$ cat config.mk
export PLATFORM = sky130hd
export DESIGN_NAME = fifo_unpack_flat
export DESIGN_NICKNAME = d
export VERILOG_FILES = /design/src/rtl/fifo_unpack_if.sv /design/src/rtl/fifo_unpack.sv /design/src/flat_wrapper.sv
export SDC_FILE = /design/constraint.sdc
export NUM_CORES = 1
export LEC_CHECK = 0
export BUFFER_PORTS_ARGS = -buffer_cell sky130_fd_sc_hd__buf_2
export CAP_MARGIN = 20
export CORE_AREA = 4 4 184 186
export DETAILED_ROUTE_END_ITERATION = 16
export DIE_AREA = 0 0 188 190
export PLACE_DENSITY = 0.71
export SYNTH_ARGS = -nofsm -noshare
export SYNTH_HDL_FRONTEND = slang
export SYNTH_SLANG_ARGS = --single-unit
$ cat constraint.sdc
create_clock -name clk -period 3.9 [get_ports clk]
set_input_delay 0.975 -clock clk [delete_from_list [all_inputs] [get_ports clk]]
set_output_delay 0.975 -clock clk [all_outputs]
set_load 0.05 [all_outputs]
$ cat src/rtl/fifo_unpack_if.sv
// Bundle of the unpacker's frame control, FIFO read side and pixel stream.
// The master modport is the unpacker's view; slave is its environment.
interface fifo_unpack_if #(
  parameter int WIDTH_BITS = 12
);
  // frame control
  logic                  enable;
  logic [WIDTH_BITS-1:0] hsize;
  logic [WIDTH_BITS-1:0] vsize;
  logic                  busy;
  // FWFT FIFO read side
  logic [71:0]           fifo_rddata;
  logic                  fifo_empty;
  logic                  fifo_rden;
  // pixel stream
  logic [23:0]           out_data;
  logic                  out_valid;
  logic                  out_ready;
  logic                  out_sol;
  logic                  out_eol;
  logic                  out_sof;
  logic                  out_eof;

  modport master (
    input  enable, hsize, vsize, fifo_rddata, fifo_empty, out_ready,
    output busy, fifo_rden, out_data, out_valid, out_sol, out_eol, out_sof, out_eof
  );

  modport slave (
    output enable, hsize, vsize, fifo_rddata, fifo_empty, out_ready,
    input  busy, fifo_rden, out_data, out_valid, out_sol, out_eol, out_sof, out_eof
  );
endinterface

$ cat src/rtl/fifo_unpack.sv
// Pixel unpacker: pops 72-bit FWFT words holding three 24-bit pixels and
// emits one pixel per cycle with line/frame markers. Each line starts on a
// fresh word, so slots past the end of a line are dropped.
module fifo_unpack #(
  parameter int WIDTH_BITS = 12
) (
  input  logic         clk,
  input  logic         rst_n,
  fifo_unpack_if.master bus
);

  localparam int WL = 2 * WIDTH_BITS;

  typedef enum logic [0:0] {
    IDLE = 1'b0,
    RUN  = 1'b1
  } state_t;

  state_t                state_q;
  logic [WIDTH_BITS-1:0] hsize_q;
  logic [WIDTH_BITS-1:0] vsize_q;
  logic [WIDTH_BITS-1:0] x_q;
  logic [WIDTH_BITS-1:0] y_q;
  logic [WL-1:0]         words_left_q;

  logic [71:0]           wbuf_q;
  logic                  wvalid_q;
  logic [1:0]            idx_q;

  logic [23:0]           out_data_q;
  logic                  out_valid_q;
  logic                  sol_q;
  logic                  eol_q;
  logic                  sof_q;
  logic                  eof_q;

  logic                  start_s;
  logic                  xfer_s;
  logic                  accept_s;
  logic                  last_x_s;
  logic                  last_y_s;
  logic                  drain_s;
  logic                  rden_s;
  logic [23:0]           slot_s;
  logic [WIDTH_BITS+1:0] wpl_s;
  logic [WL-1:0]         frame_words_s;

  // Handshake decode, word drain and pop decisions, slot selection
  always_comb begin
    start_s  = (state_q == IDLE) && bus.enable &&
               (bus.hsize != {WIDTH_BITS{1'b0}}) && (bus.vsize != {WIDTH_BITS{1'b0}});
    // words per line = ceil(hsize/3), widened so hsize+2 cannot wrap
    wpl_s         = ({2'b00, bus.hsize} + (WIDTH_BITS+2)'(2)) / (WIDTH_BITS+2)'(3);
    frame_words_s = WL'(wpl_s) * WL'(bus.vsize);
    xfer_s   = wvalid_q && (!out_valid_q || bus.out_ready);
    accept_s = out_valid_q && bus.out_ready;
    last_x_s = (x_q == hsize_q - WIDTH_BITS'(1));
    last_y_s = (y_q == vsize_q - WIDTH_BITS'(1));
    // a word is finished after its third slot or at end of line
    drain_s  = xfer_s && ((idx_q == 2'd2) || last_x_s);
    // refill in the same cycle as the drain so the stream has no bubble;
    // words_left stops us reading into the next frame's data
    rden_s   = (state_q == RUN) && !bus.fifo_empty &&
               (words_left_q != {WL{1'b0}}) && (!wvalid_q || drain_s);
    case (idx_q)
      2'd0:    slot_s = wbuf_q[23:0];
      2'd1:    slot_s = wbuf_q[47:24];
      2'd2:    slot_s = wbuf_q[71:48];
      default: slot_s = 24'd0;
    endcase
  end

  assign bus.fifo_rden = rden_s;
  assign bus.busy      = (state_q == RUN);
  assign bus.out_data  = out_data_q;
  assign bus.out_valid = out_valid_q;
  assign bus.out_sol   = sol_q;
  assign bus.out_eol   = eol_q;
  assign bus.out_sof   = sof_q;
  assign bus.out_eof   = eof_q;

  // Frame FSM: latch geometry at start, track pixel position and words left
  always_ff @(posedge clk or negedge rst_n) begin
    if (!rst_n) begin
      state_q      <= IDLE;
      hsize_q      <= {WIDTH_BITS{1'b0}};
      vsize_q      <= {WIDTH_BITS{1'b0}};
      x_q          <= {WIDTH_BITS{1'b0}};
      y_q          <= {WIDTH_BITS{1'b0}};
      words_left_q <= {WL{1'b0}};
    end else begin
      case (state_q)
        IDLE: begin
          if (start_s) begin
            state_q      <= RUN;
            hsize_q      <= bus.hsize;
            vsize_q      <= bus.vsize;
            x_q          <= {WIDTH_BITS{1'b0}};
            y_q          <= {WIDTH_BITS{1'b0}};
            words_left_q <= frame_words_s;
          end
        end
        RUN: begin
          if (rden_s) begin
            words_left_q <= words_left_q - WL'(1);
          end
          if (xfer_s) begin
            if (last_x_s) begin
              x_q <= {WIDTH_BITS{1'b0}};
              y_q <= y_q + WIDTH_BITS'(1);
            end else begin
              x_q <= x_q + WIDTH_BITS'(1);
            end
          end
          if (accept_s && eof_q) begin
            state_q <= IDLE;
          end
        end
        default: state_q <= IDLE;
      endcase
    end
  end

  // Word buffer: load on pop, step through slots, release on drain
  always_ff @(posedge clk or negedge rst_n) begin
    if (!rst_n) begin
      wbuf_q   <= 72'd0;
      wvalid_q <= 1'b0;
      idx_q    <= 2'd0;
    end else if (rden_s) begin
      wbuf_q   <= bus.fifo_rddata;
      wvalid_q <= 1'b1;
      idx_q    <= 2'd0;
    end else if (drain_s) begin
      wvalid_q <= 1'b0;
      idx_q    <= 2'd0;
    end else if (xfer_s) begin
      idx_q    <= idx_q + 2'd1;
    end
  end

  // Output register: capture pixel and markers, hold until accepted
  always_ff @(posedge clk or negedge rst_n) begin
    if (!rst_n) begin
      out_data_q  <= 24'd0;
      out_valid_q <= 1'b0;
      sol_q       <= 1'b0;
      eol_q       <= 1'b0;
      sof_q       <= 1'b0;
      eof_q       <= 1'b0;
    end else if (xfer_s) begin
      out_data_q  <= slot_s;
      out_valid_q <= 1'b1;
      sol_q       <= (x_q == {WIDTH_BITS{1'b0}});
      eol_q       <= last_x_s;
      sof_q       <= (x_q == {WIDTH_BITS{1'b0}}) && (y_q == {WIDTH_BITS{1'b0}});
      eof_q       <= last_x_s && last_y_s;
    end else if (accept_s) begin
      out_valid_q <= 1'b0;
    end
  end

endmodule

$ cat src/flat_wrapper.sv
// flat-port wrapper written by rule: the top's interface ports become plain ports
module fifo_unpack_flat 
#(
  parameter int WIDTH_BITS = 12
)
  (clk, rst_n, bus_enable, bus_hsize, bus_vsize, bus_fifo_rddata, bus_fifo_empty, bus_out_ready, bus_busy, bus_fifo_rden, bus_out_data, bus_out_valid, bus_out_sol, bus_out_eol, bus_out_sof, bus_out_eof);
  fifo_unpack_if #(.WIDTH_BITS(WIDTH_BITS)) bus_i ();
  input  logic clk;
  input  logic rst_n;
  input wire logic [$bits(bus_i.enable)-1:0] bus_enable;
  input wire logic [$bits(bus_i.hsize)-1:0] bus_hsize;
  input wire logic [$bits(bus_i.vsize)-1:0] bus_vsize;
  input wire logic [$bits(bus_i.fifo_rddata)-1:0] bus_fifo_rddata;
  input wire logic [$bits(bus_i.fifo_empty)-1:0] bus_fifo_empty;
  input wire logic [$bits(bus_i.out_ready)-1:0] bus_out_ready;
  output wire logic [$bits(bus_i.busy)-1:0] bus_busy;
  output wire logic [$bits(bus_i.fifo_rden)-1:0] bus_fifo_rden;
  output wire logic [$bits(bus_i.out_data)-1:0] bus_out_data;
  output wire logic [$bits(bus_i.out_valid)-1:0] bus_out_valid;
  output wire logic [$bits(bus_i.out_sol)-1:0] bus_out_sol;
  output wire logic [$bits(bus_i.out_eol)-1:0] bus_out_eol;
  output wire logic [$bits(bus_i.out_sof)-1:0] bus_out_sof;
  output wire logic [$bits(bus_i.out_eof)-1:0] bus_out_eof;
  assign bus_i.enable = bus_enable;
  assign bus_i.hsize = bus_hsize;
  assign bus_i.vsize = bus_vsize;
  assign bus_i.fifo_rddata = bus_fifo_rddata;
  assign bus_i.fifo_empty = bus_fifo_empty;
  assign bus_i.out_ready = bus_out_ready;
  assign bus_busy = bus_i.busy;
  assign bus_fifo_rden = bus_i.fifo_rden;
  assign bus_out_data = bus_i.out_data;
  assign bus_out_valid = bus_i.out_valid;
  assign bus_out_sol = bus_i.out_sol;
  assign bus_out_eol = bus_i.out_eol;
  assign bus_out_sof = bus_i.out_sof;
  assign bus_out_eof = bus_i.out_eof;
  fifo_unpack #(.WIDTH_BITS(WIDTH_BITS)) u_core (.clk(clk), .rst_n(rst_n), .bus(bus_i));
endmodule
==> results of run 1 <==
Yosys cell counts (all sizes together), types with 10 or more instances:
master	number	area, sq um
nand3	43	220
fa	100	2000
or3	22	138
nor2	81	304
xor2	37	324
xnor2	51	462
a21o	10	75.1
nor2b	14	87.6
nor4	23	144
a21oi	74	385
a31oi	17	106
nand2b	15	93.8
or2	11	71.3
a22oi	12	95.1
o21bai	15	113
and3	14	87.6
nand4	18	119
buf	24	131
dfrtp	177	4430
nor3	48	252
clkbuf	81	305
ha	79	988
a222oi	24	240
nand2	487	1830
a211oi	13	113
o31ai	13	116
o22ai	10	62.6
and2	43	269
o21ai	105	529
inv	162	608
cell families after synthesis:
logic type,count (synthesis),synth area share [%]
simple gates,855,24.6
compound gates,374,16.7
buf+inv,267,6.56
fa+ha+maj,180,18.8
flops,177,27.8
xor+xnor,88,4.93
mux,9,0.597
layer usage:
metal	vias up	wire length [um]	track usage, %
met4	2	950	6.89
met3	89	2430	3.19
met1	7606	20700	34.5
met5	-	13	0
li1	7419	-	-
met2	528	23600	46.4
cells in the final DEF (no fill, tap or decap), drive strengths merged, types with 15 or more instances in the layout:
master | Yosys | layout
ha | 79 | 79
or3 | 22 | 22
nor4 | 23 | 23
clkbuf | 81 | 19
nand2 | 487 | 487
o21bai | 15 | 15
nand4 | 18 | 18
xnor2 | 51 | 51
o21ai | 105 | 105
buf | 24 | 474
xor2 | 37 | 37
nand3 | 43 | 43
dfrtp | 177 | 177
nand2b | 15 | 15
a21oi | 74 | 74
a31oi | 17 | 17
nor2 | 81 | 81
nor3 | 48 | 48
inv | 162 | 171
fa | 100 | 100
a222oi | 24 | 24
and2 | 43 | 43
flip-flops by register name, summed over array words and instances, names as in the netlist:
signal,flops
u_core.bus.out_sol,1
u_core.vsize_q,12
u_core.bus.out_eof,1
u_core.bus.busy,1
u_core.hsize_q,12
u_core.x_q,12
u_core.y_q,12
u_core.wvalid_q,1
u_core.bus.out_eol,1
u_core.bus.out_sof,1
u_core.bus.out_valid,1
u_core.words_left_q,24
u_core.idx_q,2
u_core.wbuf_q,72
u_core.bus.out_data,24
worst max-delay path by stage:
stage | startpoint | to | cells after the start
finish | bus_hsize[1] | u_core.words_left_q[22] | 57
global route | bus_hsize[1] | u_core.words_left_q[23] | 64
CTS | bus_hsize[6] | u_core.words_left_q[23] | 63
detailed placement | bus_hsize[6] | u_core.words_left_q[22] | 59
global placement | bus_hsize[7] | u_core.words_left_q[22] | 58
floorplan | bus_hsize[5] | u_core.words_left_q[22] | 62
repair_timing:
item | CTS | global route
buffers inserted | 35 | 21
endpoints found under the setup margin | 25 | 25
pin swaps | 83 | 56
resized for setup | 144 | 63
stage by stage:
| step | hold slack, ns | cells |
|---|---|---|
| global placement | 0.455 | 2720 |
| CTS | 0.479 | 2780 |
| finish | 0.474 | 2795 |
| floorplan | 0.445 | 1950 |
| global route | 0.502 | 2793 |
| detailed placement | 0.462 | 2720 |
worst reg2reg max path, delay by kind of cell (launching register included):
kind            cells  cell delay (ns)
compound gates      6             1.02
simple gates        7             1.53
flops               1             0.38
buf+inv             3             0.59
cell type report:
class / count / area [sq um]
Inverter: 162 / 608
Tap cell: 442 / 553
Clock buffer: 19 / 453
Antenna cell: 2 / 5.00
Fill cell: 2625 / 11000
Timing Repair Buffer: 474 / 3380
Sequential cell: 177 / 4430
Multi-Input combinational cell: 1506 / 11800
Clock inverter: 13 / 140
==> impl_metrics.toml, run 1 <==
[outcome]
status = "finished, violations left"
violations = "negative setup slack"

[logic_synthesis]
async_flop_share_pct = 100
synth_fp_nets = 2230
yosys_warnings = 0
ys_seq_area_share_pct = 27.8
synth_edf_count = 0
synthFlopType = "dfrtp_1"
synth-seq-cells = 177
avgSynthCellArea_sq_um = 8.17
synth_area_sq_um = 15900
ys_types = 97
syn_inst = 1950

[critical_path]
r2r-start = "u_core.hsize_q[5]"
reg2reg_depth = 16
critPathCaptureType = "flip-flop"
critPathLaunchType = "primary input"
setup.worst_path.class = "primary input to flip-flop"
crit_path_max_fanout = 7
cp_slowest_cell = "fa_1"
path_delay_family = "compound AO/OA/AOI/OAI gates"
path_common_cell = "fa_1"
reg2reg_slack_ns = 0.28
slowest_delay_ns = 0.54
critPathArrivalTime_ns = 12.87
required_ns = 4.18
r2r_end = "u_core.words_left_q[10]"
critical_path_buf_inv_count = 9

[global_route]
gr-total-overflow = 0
track_usage_pct = 26.3
grt_pass1_vias = 16200
grt_max_degree = 82
grt_pass1_wl_um = 79100
antenna_found_initial = 1

[hold_path]
worstHoldStart = "u_core.wbuf_q[3]"
hold_class = "flip-flop to flip-flop"
hold_end = "u_core.wbuf_q[3]"
holdPathStages = 2

[sta]
finalSetupViolCount = 25
slew_headroom_pct = 24.3
tns_ns = -174.02
hold_violations = 0
final.setup.worst_slack_ns = -8.68
fmaxAchievable_mhz = 79.5
tightest_slew_ns = 1.14
rsz0062_at_grt = "yes"
final-max-slew-violation-count = 0
layout_min_cycle_time_ns = 12.58
fin_skew_ns = 0.00824
fin_crit_sh_pct = 323

[cells_and_area]
drive_gt1_share_pct = 31.2
area_growth_pct = 33.9
final_util_pct = 66.1
fin_nets = 2618
final_area_sq_um = 21300

[cts]
htree_levels = 4
ctsHoldBuffers = 0
clk_latency_ns = 0.43
numCtsBuffers = 17
cts_sinks = 177
path_clk_slew_ns = 0.07
cts_buffer_depth = 2
cts-root-buf = "clkbuf_16"
cts_tree = "built"

[die]
dieArea_sq_um = 35700
placementRows = 66
core_sq_um = 32300
start_util_pct = 49.4
die_width_um = 188
die_h_um = 190
io_pins = 132

[routing]
drtIter0Drc = 1059
viasPerCell = 5.60
totalWireLength_um = 47600
drc = 0
wl_per_cell_um = 17.0
vias = 15600
firstDrtPassIters = 8
ant_nets = 0

[placement]
gp_congestion = 0.924
dp_slack_ns = -9.49
placed_area_sq_um = 19300
hpwl_um = 35300
io_buffers = 131

[flow_run]
maxCapViolations = 0
Power of run 1 is left out: the tool's default activity adds up to more than one toggle a clock period on the data nets, which glitch-free logic cannot reach.
==> run 2, diff against run 1 <==
--- a/config.mk
+++ b/config.mk
@@ -10,6 +10,7 @@
 export CORE_AREA = 4 4 184 186
 export DETAILED_ROUTE_END_ITERATION = 16
 export DIE_AREA = 0 0 188 190
+export MAX_ROUTING_LAYER = met4
 export PLACE_DENSITY = 0.71
 export SYNTH_ARGS = -nofsm -noshare
 export SYNTH_HDL_FRONTEND = slang
==> impl_metrics.toml, run 2 (synthesized netlist as in run 1, its figures left out) <==
[critical_path]
critPathLaunchType = "primary input"
slowest_delay_ns = 0.60
reg2reg_depth = 18
setup.worst_path.class = "primary input to flip-flop"
critical_path_buf_inv_count = 11
cp_slowest_cell = "or4_4"
worst-path-stages = 63
path_delay_family = "compound AO/OA/AOI/OAI gates"
path_common_cell = "a21oi_2"
critPathCaptureType = "flip-flop"
crit_path_max_fanout = 7
critPathArrivalTime_ns = 13.01
required_ns = 4.20

[outcome]
status = "finished, violations left"
violations = "negative setup slack"

[placement]
hpwl_um = 35800
dp_slack_ns = -9.69
io_buffers = 131
gp_congestion = 0.942

[cts]
cts-root-buf = "clkbuf_16"
path_clk_slew_ns = 0.07
cts_tree = "built"
cts_sinks = 177
ctsHoldBuffers = 0
clk_latency_ns = 0.43
cts_buffer_depth = 2
htree_levels = 4
numCtsBuffers = 17

[sta]
tightest_slew_ns = 1.15
final.setup.worst_slack_ns = -8.80
slew_headroom_pct = 23.5
hold_violations = 0
tns_ns = -175.69
layout_min_cycle_time_ns = 12.70
rsz0062_at_grt = "yes"
fin_skew_ns = 0.0125
finalSetupViolCount = 25
fmaxAchievable_mhz = 78.7
whs_ns = 0.473
final-max-slew-violation-count = 0
fin_crit_sh_pct = 326

[global_route]
gr-total-overflow = 0
antenna_found_initial = 2
grt_pass1_vias = 16000
grt_max_degree = 82
track_usage_pct = 27.2
grt_pass1_wl_um = 79200

[routing]
routed.top_layer = "met4"
vias = 16000
drc = 0
totalWireLength_um = 49600
met3_length_um = 2830
wl_per_cell_um = 17.5
wl_met1_um = 21100
firstDrtPassIters = 8
drtIter0Drc = 1140
ant_nets = 0
met2_length_um = 24500
viasPerCell = 5.65

[die]
core_sq_um = 32300
dieArea_sq_um = 35700
placementRows = 66
io_pins = 132
start_util_pct = 49.4
die_width_um = 188
die_h_um = 190

[cells_and_area]
final_common_cell = "nand2_1"
largest_reg_flops = 72
fin_nets = 2653
regMostFlops = "u_core.wbuf_q"
area_growth_pct = 37.1
drive_gt1_share_pct = 32.8
layout.cells.most_common_list = "481 x nand2_1, 352 x buf_4, 177 x dfrtp_1, 146 x inv_1, 123 x buf_2"

[flow_run]
maxCapViolations = 0

[hold_path]
holdPathStages = 2
hold_class = "flip-flop to flip-flop"
==> run 2: stage by stage <==
step / cell area, sq um / cells / utilization [%]
4_1_cts: 20800 / 2788 / 64.5
5_1_grt: 21800 / 2830 / 67.7
3_5_place_dp: 19300 / 2723 / 59.9
6_report: 21900 / 2831 / 67.7
2_1_floorplan: 16300 / 1950 / -
3_3_place_gp: 19300 / 2723 / 59.9
==> run 2: final timing paths <==
kind / slack (ns) / end / start
max: -8.80 / u_core.words_left_q[23] / bus_hsize[1]
min: 0.47 / u_core.wbuf_q[19] / u_core.wbuf_q[19]
min in group asynchronous: 0.54 / u_core.hsize_q[6] / rst_n
max in group asynchronous: 2.44 / u_core.y_q[3] / rst_n
min reg2reg: 0.47 / u_core.wbuf_q[19] / u_core.wbuf_q[19]
max reg2reg: 0.20 / u_core.words_left_q[16] / u_core.hsize_q[5]
==> run 2: what timing repair did <==
item / in CTS / in global routing
endpoints found under the setup margin: 25 / 25
gates resized for setup: 117 / 139
setup buffers: 38 / 43
pin swaps: 68 / 76
==> run 2: final cells by class <==
cell class	count	area, sq um
fill	2535	10400
timing repair buffer	509	3710
sequential	177	4430
multi-input combinational	1506	11900
clock buffer	18	439
tap	442	553
clock inverter	14	169
antenna	3	7.51
inverter	162	611
==> run 2: metal layers <==
layer | vias up | track usage [%]
met5 | - | -
met2 | 581 | 45.5
met4 | 0 | 7.91
met3 | 114 | 4.04
li1 | 7495 | -
met1 | 7818 | 34.7
==> run 2: worst register-to-register path, cell delays in order, from the launching register on <==
cell and delay [ns]:
dfrtp_1 0.38, or4_4 0.54, nand2b_4 0.17, nor3_4 0.14, a21oi_2 0.05, a31oi_1 0.17, a32oi_1 0.09, nor4_1 0.24
buf_4 0.19, a31oi_4 0.11, o21ai_4 0.22, nand2b_4 0.09, inv_4 0.08, buf_4 0.11, buf_4 0.59, nand2_1 0.13
mux2i_1 0.18, a22oi_1 0.08, o21ai_1 0.08
Power of run 2 is left out for the same reason.
